`config.mk`:
```
export PLATFORM = sky130hd
export DESIGN_NAME = divider
export DESIGN_NICKNAME = d
export VERILOG_FILES = /design/src/rtl/divider.sv
export SDC_FILE = /design/constraint.sdc
export NUM_CORES = 1
export LEC_CHECK = 0
export CAP_MARGIN = 5
export CORE_AREA = 2 2 174 108
export DETAILED_ROUTE_END_ITERATION = 16
export DIE_AREA = 0 0 176 110
export HOLD_SLACK_MARGIN = 0.1
export PLACE_DENSITY = 0.86
export SLEW_MARGIN = 25
export SYNTH_ARGS = -nofsm -noshare
export SYNTH_HDL_FRONTEND = slang
export SYNTH_SLANG_ARGS = --single-unit
```
`constraint.sdc`:
```
create_clock -name clk -period 2.6 [get_ports clk]
set_input_delay 0.39 -clock clk [delete_from_list [all_inputs] [get_ports clk]]
set_output_delay 0.39 -clock clk [all_outputs]
set_load 0.1 [all_outputs]
```
`src/rtl/divider.sv`:
```
// Sequential unsigned restoring divider: one quotient bit per clock, MSB first.
// start/busy/done handshake; divide-by-zero completes one edge after start.
module divider #(
   parameter int width = 32
) (
   input  logic             clk,
   input  logic             reset,
   input  logic             start,
   input  logic [width-1:0] dividend,
   input  logic [width-1:0] divisor,
   output logic [width-1:0] quotient,
   output logic [width-1:0] remainder,
   output logic             busy,
   output logic             done,
   output logic             div_by_zero
);

   localparam int CW = (width > 2) ? $clog2(width) : 1;
   localparam logic [CW-1:0] LAST = CW'(width - 1);

   localparam logic [1:0] S_IDLE = 2'd0;
   localparam logic [1:0] S_CALC = 2'd1;
   localparam logic [1:0] S_DONE = 2'd2;

   logic [1:0]       state_q, state_d;
   logic [width:0]   r_q, r_d;
   logic [width-1:0] qsh_q, qsh_d;
   logic [width-1:0] dvs_q, dvs_d;
   logic [CW-1:0]    cnt_q, cnt_d;
   logic             dz_q, dz_d;
   logic [width-1:0] quot_q, quot_d;
   logic [width-1:0] rem_q, rem_d;
   logic             dbz_q, dbz_d;

   logic [width:0]   r_sh, r_nx;
   logic [width-1:0] q_nx;
   logic             ge, accept;

   // One restoring step: shift in the next dividend bit, trial-subtract.
   always_comb begin
      r_sh = {r_q[width-1:0], qsh_q[width-1]};
      ge   = (r_sh >= {1'b0, dvs_q});
      r_nx = ge ? (r_sh - {1'b0, dvs_q}) : r_sh;
      q_nx = {qsh_q[width-2:0], ge};
   end

   // dz_q marks a pending divide-by-zero: the dividend waits in qsh_q for one
   // cycle so the completion lands one edge after the start edge.
   assign accept = start && !dz_q && ((state_q == S_IDLE) || (state_q == S_DONE));

   always_comb begin
      state_d = state_q;
      r_d     = r_q;
      qsh_d   = qsh_q;
      dvs_d   = dvs_q;
      cnt_d   = cnt_q;
      dz_d    = dz_q;
      quot_d  = quot_q;
      rem_d   = rem_q;
      dbz_d   = dbz_q;
      case (state_q)
         S_IDLE: begin
            if (dz_q) begin
               state_d = S_DONE;
               quot_d  = '1;
               rem_d   = qsh_q;
               dbz_d   = 1'b1;
               dz_d    = 1'b0;
            end
         end
         S_CALC: begin
            r_d   = r_nx;
            qsh_d = q_nx;
            cnt_d = cnt_q + 1'b1;
            if (cnt_q == LAST) begin
               state_d = S_DONE;
               quot_d  = q_nx;
               rem_d   = r_nx[width-1:0];
               dbz_d   = 1'b0;
            end
         end
         default: state_d = S_IDLE;
      endcase
      if (accept) begin
         qsh_d = dividend;
         dvs_d = divisor;
         r_d   = '0;
         cnt_d = '0;
         if (divisor != '0) begin
            state_d = S_CALC;
         end else begin
            state_d = S_IDLE;
            dz_d    = 1'b1;
         end
      end
   end

   always_ff @(posedge clk) begin
      if (reset) begin
         state_q <= S_IDLE;
         r_q     <= '0;
         qsh_q   <= '0;
         dvs_q   <= '0;
         cnt_q   <= '0;
         dz_q    <= 1'b0;
         quot_q  <= '0;
         rem_q   <= '0;
         dbz_q   <= 1'b0;
      end else begin
         state_q <= state_d;
         r_q     <= r_d;
         qsh_q   <= qsh_d;
         dvs_q   <= dvs_d;
         cnt_q   <= cnt_d;
         dz_q    <= dz_d;
         quot_q  <= quot_d;
         rem_q   <= rem_d;
         dbz_q   <= dbz_d;
      end
   end

   assign quotient    = quot_q;
   assign remainder   = rem_q;
   assign div_by_zero = dbz_q;
   assign busy        = (state_q == S_CALC);
   assign done        = (state_q == S_DONE);

endmodule

```
**After elaboration in Yosys (flattened, before gate mapping)**

Cells that the tools add are included.

- Register bits after elaboration: 169
- Logic and storage cells: 50

- Reductions and logical operators: 11
- $add $sub $neg: 2
- Magnitude comparators: 1
- Equal/unequal tests: 7
- Muxes and demuxes: 20

Operator list:

| operator | number |
|---|---|
| two-way mux 32 bit | 7 |
| one-hot mux 32 bit (2 select lines) | 2 |
| >= comparator 33 x 32 -> 1 bit | 1 |
| nonzero test 32 bit | 1 |
| subtractor 32 bit | 1 |
| two-way mux 1 bit | 6 |
| two-way mux 2 bit | 3 |
| adder 5 x 1 -> 5 bit, second input constant | 1 |
| == test 5 bit, second input constant | 1 |
| one-hot mux 2 bit (2 select lines) | 1 |
| nonzero test 2 bit | 2 |
| inequality test 3 x 1 -> 1 bit, second input constant | 1 |
| inequality test 3 bit, second input constant | 1 |
| AND reduction 3 bit | 1 |
| == test 2 x 1 -> 1 bit, second input constant | 1 |
| == test 2 bit, second input constant | 1 |
| logical AND 1 bit | 2 |
| logical NOT 2 bit | 1 |
| inequality test 2 x 1 -> 1 bit, second input constant | 1 |
| inequality test 2 bit, second input constant | 1 |
| one-hot mux 1 bit (2 select lines) | 1 |
| AND reduction 2 bit | 1 |
| OR reduction 2 bit | 1 |
| logical NOT 1 bit | 1 |
| logical OR 1 bit | 1 |

**Longest topological paths before layout**

- Depth in word-level cells: 5
- Depth in mapped cells: 13
- Gate-level depth less buffers: 11

**Worst setup path after synthesis**

OpenSTA, ideal clock, no wires.

- Path kind: register -> register
- From: register qsh_q[31]
- To: register rem_q[26], in the netlist remainder[26]
- Cell stages (with the launch flop): 12
- Setup time: 0.122 ns
- Arrival: 2.691 ns
- Data required time: 2.478 ns
- Path buffers: 0
- Setup slack: -0.212 ns
- Path through: dfxtp_1 inv_1 ha_1 fa_1 nand2b_1 a211o_1 a31o_2 o21ai_0 o21bai_1 o31ai_1 xor2_1 a221o_1

- Cells in the longest elaborated chain, start to end: 4
- Elaborated cells between the ends (all ways): 5
- Classes of those cells: add/sub (1); order compare (1); mux (3)

RTL lines:

| item | line | RTL |
|---|---|---|
| from (decl) | 27 | `logic [width-1:0] qsh_q, qsh_d;` |
| from (signal assigned) | 112 | `qsh_q <= qsh_d;` |
| subtractor 32 bit or >= comparator 33 x 32 -> 1 bit (tied branches) | 43, 42 |  |
| two-way mux 32 bit (*) | 43 | `r_nx = ge ? (r_sh - {1'b0, dvs_q}) : r_sh;` |
| two-way mux 32 bit (*) | 75 | `if (cnt_q == LAST) begin` |
| one-hot mux 32 bit (2 select lines) (*) | 61 | `case (state_q)` |
| to (signal assigned) | 117 | `rem_q <= rem_d;` |
| to (decl) | 32 | `logic [width-1:0] rem_q, rem_d;` |

Every way passes the cells marked *; elsewhere a longest branch is shown, timed or not. The select of a mux whose other input is x is not followed.
A chain may end at the register's enable or synchronous reset.

**Final worst setup path**

- From: register dvs_q[27]
- To: register rem_q[23], in the netlist remainder[23]

- Cells in the longest elaborated chain, start to end: 4

RTL lines:

| item | line | RTL |
|---|---|---|
| from (decl) | 28 | `logic [width-1:0] dvs_q, dvs_d;` |
| from (signal assigned) | 113 | `dvs_q <= dvs_d;` |
| >= comparator 33 x 32 -> 1 bit | 42 | `ge = (r_sh >= {1'b0, dvs_q});` |
| two-way mux 32 bit | 43 |  |
| two-way mux 32 bit | 75 |  |
| one-hot mux 32 bit (2 select lines) | 61 |  |

No other way between the ends. The select of a mux whose other input is x is not followed.

==> impl_metrics.ini <==
[run_status]
status = complete, but fails checks
violations = negative setup slack

[logic_synthesis]
synthFlopType = dfxtp_1
async_reset_ff_share_pct = 0
synth_cells = 1062
synth_area_per_cell_sq_um = 8.007
synth_edf_count = 0
seq_area_frac_synth_pct = 39.79
ys_warn_count = 0
synthDistinctLibCells = 64
synth.cell_area_sq_mm = 0.008503
ys_ff_latch = 169
synth_nets = 1164

[global_routing]
grt_overflow = 0
grt_pass1_vias = 8927
grt_pass1_wl_microns = 45950
grt_max_degree = 101
antenna_found_initial = 0
grt_use_total_pct = 30.21

[worst_setup_path]
worst-r2r-cell-count = 11
worstReg2RegStart = dvs_q[27]
crit_type = reg2reg
crit_chain = inv_2 -> ha_4 -> nand2_2 -> or3_4 -> or3_1 -> o211ai_1 -> a211oi_2 -> buf_4 -> and2_4 -> or3b_4 -> a31oi_1
cp-startpoint = dvs_q[27]
required_ps = 2950
reg2reg_slack_ps = -250
r2r_end = remainder[23]
start_kind = flip-flop
arrival_ps = 3200
slowest_delay_ps = 400
path_max_fanout = 7
end_kind = flip-flop
slowest_stage = or3_4

[sta]
tightest_slew_ps = 727.6
slew_headroom_pct = 51.50
final-max-slew-violation-count = 0
setup_slack_ps = -248.7
skew_ps = 13.84
finalHoldViolations = 0
fin_crit_sh_pct = 109.6
clock.fmax_ghz = 0.3510
min_period_ps = 2849
setup_viol = 65
worst_hold_slack_ps = 363.7
rsz0062_at_grt = true

[clocking]
htree_levels = 4
clk_latency_ps = 450
cts_buffer_depth = 2
numClockSinks = 169
clk_pin_slew_ps = 70
cts_inserted_buffers = 17
cts_tree = yes
clockRootBuffer = clkbuf_16
cts_hold_buf = 0

[layout]
drive_above_1_share_pct = 31.83
final_area_sq_mm = 0.01253
fin_nets = 1396
antenna_cells = 0
area_delta_synth_final_pct = 47.40

[pwr]
peakVddDrop_v = 0.0005226
leakage_uw = 0.004942
finalPower_uw = 9380
power_density_mw_per_mm2 = 748.4

[route]
wl_met2_microns = 14300
num_vias = 9549
viasPerCell = 6.173
wl_met1_microns = 12800
dr.pass1.iters = 6
drc = 0
wl_microns = 31250
antenna_left = 0
highest_layer = met4
met3_length_microns = 2939
drt_iter0_markers = 1298
wl_per_cell_microns = 20.20

[job]
maxCapViolations = 0

[min_path]
whs_path_depth = 2
hold_path_class = in2reg
hp-start = reset
worst_hold_path.endpoint = quotient[25]

[floorplanning]
core_sq_mm = 0.01773
die_x_microns = 176
die_h_microns = 110
fp-row-count = 38
initial_core_util_pct = 47.95
boundaryPins = 134
dieArea_sq_mm = 0.01936

[placement]
gp_congestion = 1.040
dp_slack_ps = -325.9
dpl_cell_area_sq_mm = 0.01078
numPortBuffers = 133
dp_hpwl_microns = 20230
## final cells by class
| type | instances | area, sq um |
|---|---|---|
| multi-input combinational | 774 | 5574 |
| fill | 1260 | 5201 |
| sequential | 169 | 3410 |
| timing repair buffer | 291 | 2471 |
| clock buffer | 19 | 442.9 |
| tap | 240 | 300.3 |
| clock inverter | 13 | 181.4 |
| inverter | 41 | 153.9 |
## synthesized netlist by cell type (all sizes together), types with 3 or more instances
cell	n	share of area, %
a211o	3	0.31
and4	4	0.41
a211oi	8	0.77
o21bai	3	0.26
and2	6	0.47
o31ai	5	0.44
nor4	11	0.81
xnor2	20	2.1
o211ai	7	0.62
o21ai	54	3.2
a31oi	4	0.29
nor3	12	0.71
xor2	8	0.82
o21a	3	0.26
nand4	16	1.2
nor2	77	3.4
dfxtp	169	40
a21oi	130	7.7
mux2i	17	2.0
a22oi	59	5.2
a21boi	3	0.26
clkbuf	60	2.6
a22o	5	0.51
a41oi	6	0.62
ha	34	5.0
a221o	4	0.47
nand2b	6	0.44
nor2b	3	0.22
a21o	7	0.62
nand2	145	6.5
and3	5	0.37
nand3	25	1.5
buf	19	1.2
o221ai	5	0.51
or3	4	0.29
o22ai	50	3.7
inv	41	1.8
## cell usage in the layout (no fill, tap or decap), drive strengths merged, types with 8 or more instances in the layout
cell type	instances
clkbuf	19
a21oi	130
nor2	77
nor3	12
o22ai	50
nor4	11
dfxtp	169
clkdlybuf4s50	65
mux2i	17
nand3	25
xnor2	20
nand2	145
ha	34
buf	226
a211oi	8
xor2	8
a22oi	59
inv	46
o21ai	54
nand4	16
## sequential cells by signal, summed over array words and instances, names as in the netlist
register,flops
state_q,2
div_by_zero,1
cnt_q,5
remainder,32
r_q,32
quotient,32
dz_q,1
dvs_q,32
qsh_q,32
## worst max-delay path: cells and delay by family, from the launching register on
kind / cells / cell delay (ps)
adder cells (fa/ha/maj): 1 / 260
AO/OA/AOI/OAI: 3 / 590
AND/OR/NAND/NOR: 5 / 1340
buffers and inverters: 2 / 210
flip-flops: 1 / 340
## cells by family (layout without fill, tap and decap cells)
kind of cell               Yosys count  count (layout)  share of synthesized area (%)
AOI/OAI and AO/OA                  369             369                          27.10
buffers and inverters              120             364                          5.694
DFF                                169             169                          39.79
adders and majority gates           35              35                          5.238
xor gates and xnor gates            28              28                          2.884
muxes                               19              19                          2.266
and+or+nand+nor                    322             323                          17.02
## where the power goes
part / switching [uW] / leakage, uW / internal [uW]
clock: 1170 / 0.000303 / 1570
sequential: 118 / 0.00138 / 2700
combinational: 1990 / 0.00326 / 1830
## repair_timing
item,CTS,global route
pin swaps,35,55
gates cloned,1,0
endpoints found under the hold margin,0,0
gates resized for setup,85,109
setup endpoints to repair,65,66
buffers inserted,13,12
## metrics by stage
step	instances	utilization, %	TNS [ps]
2_1_floorplan	1062	-	-32.13
3_3_place_gp	1489	60.77	-6416
3_5_place_dp	1489	60.77	-9342
4_1_cts	1535	67.16	-4631
5_1_grt	1547	70.67	-13800
6_report	1547	70.67	-8126
## worst max-delay path by stage
stage / cells after the start / slack, ps / to
2_1_floorplan: 11 / -30 / remainder[26]
3_3_place_gp: 11 / -240 / remainder[2]
3_5_place_dp: 11 / -330 / remainder[28]
4_1_cts: 11 / -130 / r_q[23]
5_1_grt: 12 / -320 / remainder[8]
6_report: 11 / -250 / remainder[23]
## layer usage
layer  vias to the layer above  track usage (%)
li1                       4313                -
met1                      4518            41.37
met2                       593            48.82
met3                       125            5.350
met4                         0            9.917
met5                         -                0
Power figures use the tool's default switching activity.
